$ cat src/rtl/mem_stage.sv
// Memory-access stage: turns the EX result into a data-memory request or a
// direct writeback, and emits one registered writeback record per instruction.
module mem_stage #(
  parameter int unsigned XLEN           = 32,
  parameter bit          MISALIGN_CHECK = 1'b1
) (
  input  logic            clk,
  input  logic            rst,
  input  logic            in_valid,
  output logic            in_ready,
  input  logic [XLEN-1:0] alu_result,
  input  logic [XLEN-1:0] rs2_data,
  input  logic [4:0]      rd_addr,
  input  logic [2:0]      funct3,
  input  logic            mem_read,
  input  logic            mem_write,
  input  logic            reg_write,
  output logic            dmem_req_valid,
  input  logic            dmem_req_ready,
  output logic [XLEN-1:0] dmem_addr,
  output logic            dmem_we,
  output logic [3:0]      dmem_wstrb,
  output logic [XLEN-1:0] dmem_wdata,
  input  logic            dmem_rsp_valid,
  input  logic [XLEN-1:0] dmem_rdata,
  output logic            wb_valid,
  output logic [4:0]      wb_rd,
  output logic [XLEN-1:0] wb_data,
  output logic            wb_reg_write,
  output logic            misalign
);

  typedef enum logic [1:0] {IDLE, REQ, WAIT_RSP} state_t;

  state_t      r_state;
  logic [1:0]  r_lane;
  logic [2:0]  r_funct3;
  logic [4:0]  r_rd;
  logic        r_reg_write;
  logic        r_is_load;

  logic            w_accept;
  logic            w_is_mem;
  logic            w_misalign;
  logic [3:0]      w_wstrb;
  logic [XLEN-1:0] w_wdata;
  logic [7:0]      w_byte;
  logic [15:0]     w_half;
  logic [XLEN-1:0] w_load;

  assign in_ready = (r_state == IDLE);
  assign w_accept = in_valid && in_ready;
  assign w_is_mem = mem_read || mem_write;

  // funct3[1:0] selects width; encodings 011/110/111 fall through to word.
  always_comb begin
    w_misalign = 1'b0;
    w_wstrb    = 4'b1111;
    w_wdata    = rs2_data;
    case (funct3[1:0])
      2'b00: begin
        w_wstrb = 4'b0001 << alu_result[1:0];
        w_wdata = {4{rs2_data[7:0]}};
      end
      2'b01: begin
        w_misalign = alu_result[0];
        w_wstrb    = alu_result[1] ? 4'b1100 : 4'b0011;
        w_wdata    = {2{rs2_data[15:0]}};
      end
      default: w_misalign = |alu_result[1:0];
    endcase
    if (!MISALIGN_CHECK) w_misalign = 1'b0;
  end

  always_comb begin
    case (r_lane)
      2'd0:    w_byte = dmem_rdata[7:0];
      2'd1:    w_byte = dmem_rdata[15:8];
      2'd2:    w_byte = dmem_rdata[23:16];
      default: w_byte = dmem_rdata[31:24];
    endcase
    w_half = r_lane[1] ? dmem_rdata[31:16] : dmem_rdata[15:0];
    case (r_funct3)
      3'b000:  w_load = {{24{w_byte[7]}}, w_byte};
      3'b100:  w_load = {24'd0, w_byte};
      3'b001:  w_load = {{16{w_half[15]}}, w_half};
      3'b101:  w_load = {16'd0, w_half};
      default: w_load = dmem_rdata;
    endcase
  end

  always_ff @(posedge clk) begin
    if (rst) begin
      r_state        <= IDLE;
      r_lane         <= '0;
      r_funct3       <= '0;
      r_rd           <= '0;
      r_reg_write    <= 1'b0;
      r_is_load      <= 1'b0;
      dmem_req_valid <= 1'b0;
      dmem_addr      <= '0;
      dmem_we        <= 1'b0;
      dmem_wstrb     <= '0;
      dmem_wdata     <= '0;
      wb_valid       <= 1'b0;
      wb_rd          <= '0;
      wb_data        <= '0;
      wb_reg_write   <= 1'b0;
      misalign       <= 1'b0;
    end else begin
      wb_valid <= 1'b0;
      misalign <= 1'b0;
      case (r_state)
        IDLE: begin
          if (w_accept) begin
            r_lane      <= alu_result[1:0];
            r_funct3    <= funct3;
            r_rd        <= rd_addr;
            r_reg_write <= reg_write;
            r_is_load   <= mem_read;
            if (!w_is_mem) begin
              wb_valid     <= 1'b1;
              wb_rd        <= rd_addr;
              wb_data      <= alu_result;
              wb_reg_write <= reg_write;
            end else if (w_misalign) begin
              wb_valid     <= 1'b1;
              wb_rd        <= rd_addr;
              wb_data      <= '0;
              wb_reg_write <= 1'b0;
              misalign     <= 1'b1;
            end else begin
              r_state        <= REQ;
              dmem_req_valid <= 1'b1;
              dmem_addr      <= {alu_result[XLEN-1:2], 2'b00};
              dmem_we        <= mem_write;
              dmem_wstrb     <= w_wstrb;
              dmem_wdata     <= w_wdata;
            end
          end
        end
        REQ: begin
          if (dmem_req_ready) begin
            dmem_req_valid <= 1'b0;
            if (r_is_load) begin
              r_state <= WAIT_RSP;
            end else begin
              r_state      <= IDLE;
              wb_valid     <= 1'b1;
              wb_rd        <= r_rd;
              wb_data      <= '0;
              wb_reg_write <= 1'b0;
            end
          end
        end
        WAIT_RSP: begin
          if (dmem_rsp_valid) begin
            r_state      <= IDLE;
            wb_valid     <= 1'b1;
            wb_rd        <= r_rd;
            wb_data      <= w_load;
            wb_reg_write <= r_reg_write;
          end
        end
        default: r_state <= IDLE;
      endcase
    end
  end

endmodule

$ cat config.mk
export PLATFORM = sky130hd
export DESIGN_NAME = mem_stage
export DESIGN_NICKNAME = d
export VERILOG_FILES = /design/src/rtl/mem_stage.sv
export SDC_FILE = /design/constraint.sdc
export NUM_CORES = 1
export LEC_CHECK = 0
export ABC_AREA = 1
export CORE_ASPECT_RATIO = 0.7
export CORE_MARGIN = 4
export CORE_UTILIZATION = 45
export DETAILED_ROUTE_END_ITERATION = 10
export PLACE_DENSITY = 0.81
export SLEW_MARGIN = 40
export SYNTH_ARGS = -nofsm -noshare
export SYNTH_HDL_FRONTEND = slang
export SYNTH_SLANG_ARGS = --single-unit
$ cat constraint.sdc
create_clock -name clk -period 1.75 [get_ports clk]
set_input_delay 0.35 -clock clk [delete_from_list [all_inputs] [get_ports clk]]
set_output_delay 0.35 -clock clk [all_outputs]
set_load 0.005 [all_outputs]
==> flow_summary.json <==
{
  "power_leakage_uw": 0.00417,
  "cts_inserted_buffers": 17,
  "timing.final.max_slew_violations": 0,
  "io-pin-count": 223,
  "synth.area.mux_share_pct": 0,
  "gp_congestion": 0.934,
  "post-route-drc-count": 0,
  "yosys_register_bits": 122,
  "htree_levels": 4,
  "cts_sinks": 122,
  "synth_area_leaders": "sky130_fd_sc_hd__dfxtp_1 40%, sky130_fd_sc_hd__nand2_1 13%, sky130_fd_sc_hd__o21ai_0 8.6%",
  "routed_wire_length_per_instance_um": 15.8,
  "class_of_the_tightest_hold_or_removal_check": "flop to flop",
  "grt_pass1_wl_mm": 32.3,
  "worst-r2r-setup-slack_ps": 30,
  "post_drt_via_cell_ratio": 5.05,
  "ant_nets": 0,
  "finalCoreUtilization_pct": 72.1,
  "fin_hold_ws_ps": 467,
  "fin_ws_ps": 32.9,
  "post_synth_xor_area_fraction_pct": 0,
  "critical_path_peak_fanout": 19,
  "postRouteWirelength_mm": 21.3,
  "worst_r2r_path_depth": 10,
  "setup_viol": 0,
  "dominantRegCellSynth": "sky130_fd_sc_hd__dfxtp_1",
  "hold_bufs_inserted_after_cts": 0,
  "area.sequential_um2": 2440,
  "asyncSetResetFlopFracSynth_pct": 0,
  "core_um2": 13200,
  "power.switching_fraction_pct": 36.6,
  "dp_worst_slack_ps": -201,
  "max-cap-violations": 0,
  "netlist.area_leader.share_pct": 39.9,
  "clkTransAtPathRegs_ps": 60,
  "post_synth_and_or_nand_nor_area_fraction_pct": 26.3,
  "grt_start_max_net_pins": 66,
  "clk_latency_ps": 420,
  "synth_adder_area_share_pct": 0.817,
  "drive_above_1_share_pct": 12.8,
  "track_usage_pct": 25.8,
  "path_depth": 10,
  "startpoint_type_of_the_worst_setup_path": "flop",
  "power.density_cell_area_nw_per_um2": 1540,
  "number_of_enable_type_register_cells_in_the_synthesized_netlist": 0,
  "synth_top_area_cell": "sky130_fd_sc_hd__dfxtp_1",
  "critPathKind": "flop to flop",
  "r2r_endpoint": "wb_data[17]",
  "die_y_um": 106,
  "vias": 6830,
  "initialDrtViolationCount": 568,
  "run_status": "finished, final reports clean",
  "ir_worst_vdd_v": 0.000721,
  "grt_overflow_total": 0,
  "mostFrequentLayoutCells": "219 x sky130_fd_sc_hd__clkdlybuf4s50_1, 212 x sky130_fd_sc_hd__nand2_1, 130 x sky130_fd_sc_hd__nor2_1, 120 x sky130_fd_sc_hd__dfxtp_1, 104 x sky130_fd_sc_hd__o21ai_0",
  "clockBufferDepth": 2,
  "synthCells": 912,
  "cell_area_after_synthesis_um2": 6120,
  "timing.critical_path.cells": "buf_4 -> ha_1 -> inv_1 -> nand3_1 -> nor2_1 -> buf_4 -> nand2_8 -> clkbuf_16 -> nor2_1 -> a21oi_2",
  "clockPowerShare_pct": 25.1,
  "root_buffer": "sky130_fd_sc_hd__clkbuf_16",
  "multi_input_area_um2": 3020,
  "num-fill-cells": 1058,
  "place_area_um2": 8730,
  "first_global_vias": 6303,
  "achievable-frequency_ghz": 0.582,
  "critical_path_arrival_ps": 2020,
  "tritoncts": "built",
  "internal_power_uw": 9330,
  "worstReg2RegStart": "r_state[1]",
  "chipWidth_um": 147,
  "placementRows": 35,
  "timing.critical_path.required_ps": 2060,
  "stdcell_area_um2": 9530,
  "cpLargestDelayFamily": "buffers and inverters",
  "port_buffers": 220,
  "critical_path_capture_point_type": "flop",
  "crit_path_max_incr_delay_ps": 320,
  "ys_warn_count": 0,
  "drt_pre_antenna_iters": 5,
  "power.share.sequential_pct": 27.7,
  "synth_compound_area_share_pct": 21.0,
  "area_added_between_synthesis_and_finish_pct": 55.7,
  "finalNetCount": 1270,
  "crit_start": "r_state[1]",
  "die_area_um2": 15600,
  "critPathCapture": "wb_data[17]",
  "path_buf_inv": 4,
  "initial_core_util_pct": 46.3,
  "fin_crit_ps": 1720,
  "final_common_cell": "sky130_fd_sc_hd__clkdlybuf4s50_1",
  "sequential_area_share_after_synthesis_pct": 39.9,
  "period_share_pct": 98.1,
  "slowest_stage": "sky130_fd_sc_hd__dfxtp_2",
  "main_combinational_cell_family_by_area_after_synthesis": "simple AND/OR/NAND/NOR gates",
  "num_antenna_cells": 0,
  "grt_antenna_before_repair": 0,
  "netSwitchingPower_uw": 5370,
  "detailedPlacementHpwl_mm": 15.4,
  "fin_worst_skew_ps": 13.1,
  "p_comb_share_pct": 47.2,
  "timing_hold_violations_final": 0,
  "yosys.cell_types.count": 35,
  "syn_avg_cell_area_um2": 6.71
}
[cell usage after synthesis (2+ instances only)]
master	count
sky130_fd_sc_hd__nand3_1	17
sky130_fd_sc_hd__inv_2	2
sky130_fd_sc_hd__nor2_2	18
sky130_fd_sc_hd__ha_1	4
sky130_fd_sc_hd__buf_2	15
sky130_fd_sc_hd__buf_4	10
sky130_fd_sc_hd__buf_12	2
sky130_fd_sc_hd__a31oi_1	18
sky130_fd_sc_hd__nor2_1	131
sky130_fd_sc_hd__nand2_1	213
sky130_fd_sc_hd__nand2_2	2
sky130_fd_sc_hd__buf_6	4
sky130_fd_sc_hd__inv_1	98
sky130_fd_sc_hd__nor3_1	2
sky130_fd_sc_hd__dfxtp_1	122
sky130_fd_sc_hd__o21bai_1	2
sky130_fd_sc_hd__a21oi_1	84
sky130_fd_sc_hd__o21ai_0	105
sky130_fd_sc_hd__nand2_4	5
sky130_fd_sc_hd__o21ai_1	4
sky130_fd_sc_hd__a22oi_1	5
sky130_fd_sc_hd__clkbuf_1	21
sky130_fd_sc_hd__a21oi_2	16
[power by group through the flow]
stage | logic [µW] | registers (µW) | clock network (µW)
floorplan | 3430 | 4110 | 0
global placement | 6170 | 4080 | 0
detailed placement | 6250 | 4100 | 0
CTS | 6360 | 4060 | 3710
global route | 7590 | 4170 | 3820
finish | 6940 | 4070 | 3690
[routing by layer]
metal | vias to the layer above | GRT usage, % | part of all wire, % | wire length (µm)
li1 | 3386 | - | - | -
met1 | 3107 | 34.0 | 44 | 9290
met2 | 300 | 40.5 | 45 | 9530
met3 | 37 | 8.51 | 10 | 2150
met4 | 0 | 7.18 | 1.7 | 367
met5 | - | 0 | 0 | 0
[cell families after synthesis]
logic type | after synthesis
buf+inv | 157
compound gates | 236
flops | 122
other cells | 1
simple gates | 392
fa+ha+maj | 4
[cell type report]
cell class	instances	share of cell area [%]
multi-input cells	634	31.7
flip-flops and latches	122	25.6
clock buffers	17	4.46
well taps	185	2.43
inverters	103	4.27
repair buffers	276	29.5
clock inverters	15	1.97
[registers in the layout (all words and copies together), names as in the netlist]
name,flops
dmem_wdata,32
wb_data,32
wb_rd,5
r_is_load,1
r_state,2
r_rd,5
dmem_addr,30
dmem_we,1
dmem_req_valid,1
wb_valid,1
r_lane,2
dmem_wstrb,4
misalign,1
r_reg_write,1
r_funct3,3
wb_reg_write,1
[tightest hold or removal path, delay by kind of cell, from the launching register on]
kind,cells,cell delay [ps]
AOI/OAI and AO/OA,1,50
buffers and inverters,1,50
DFF,1,320
[through the flow]
step                      cells  setup TNS (ps)  power, µW
after global routing       1352           -73.5      15600
after CTS                  1348               0      14100
after detailed placement   1315          -16330      10400
after global placement     1315          -11930      10200
final                      1352               0      14700
after floorplan             913               0       7530
[worst min-delay path by stage]
| stage | startpoint | endpoint | slack (ps) | depth (start not counted) |
|---|---|---|---|---|
| 2_1_floorplan | rst | wb_valid | 430 | 1 |
| 3_3_place_gp | dmem_req_valid | dmem_req_valid | 460 | 2 |
| 3_5_place_dp | dmem_req_valid | dmem_req_valid | 450 | 2 |
| 4_1_cts | dmem_req_valid | dmem_req_valid | 460 | 2 |
| 5_1_grt | dmem_req_valid | dmem_req_valid | 480 | 2 |
| 6_report | dmem_req_valid | dmem_req_valid | 470 | 2 |
[what timing repair did]
| item | 4_1_cts | 5_1_grt |
|---|---|---|
| buffers inserted | 1 | 1 |
| resized for setup | 7 | 16 |
| pin swaps | 1 | 4 |
| endpoints found under the setup margin | 1 | 36 |
| gates cloned | 0 | 4 |
| endpoints found under the hold margin | 0 | 0 |
No activity file was read; power rests on OpenSTA's default activity.
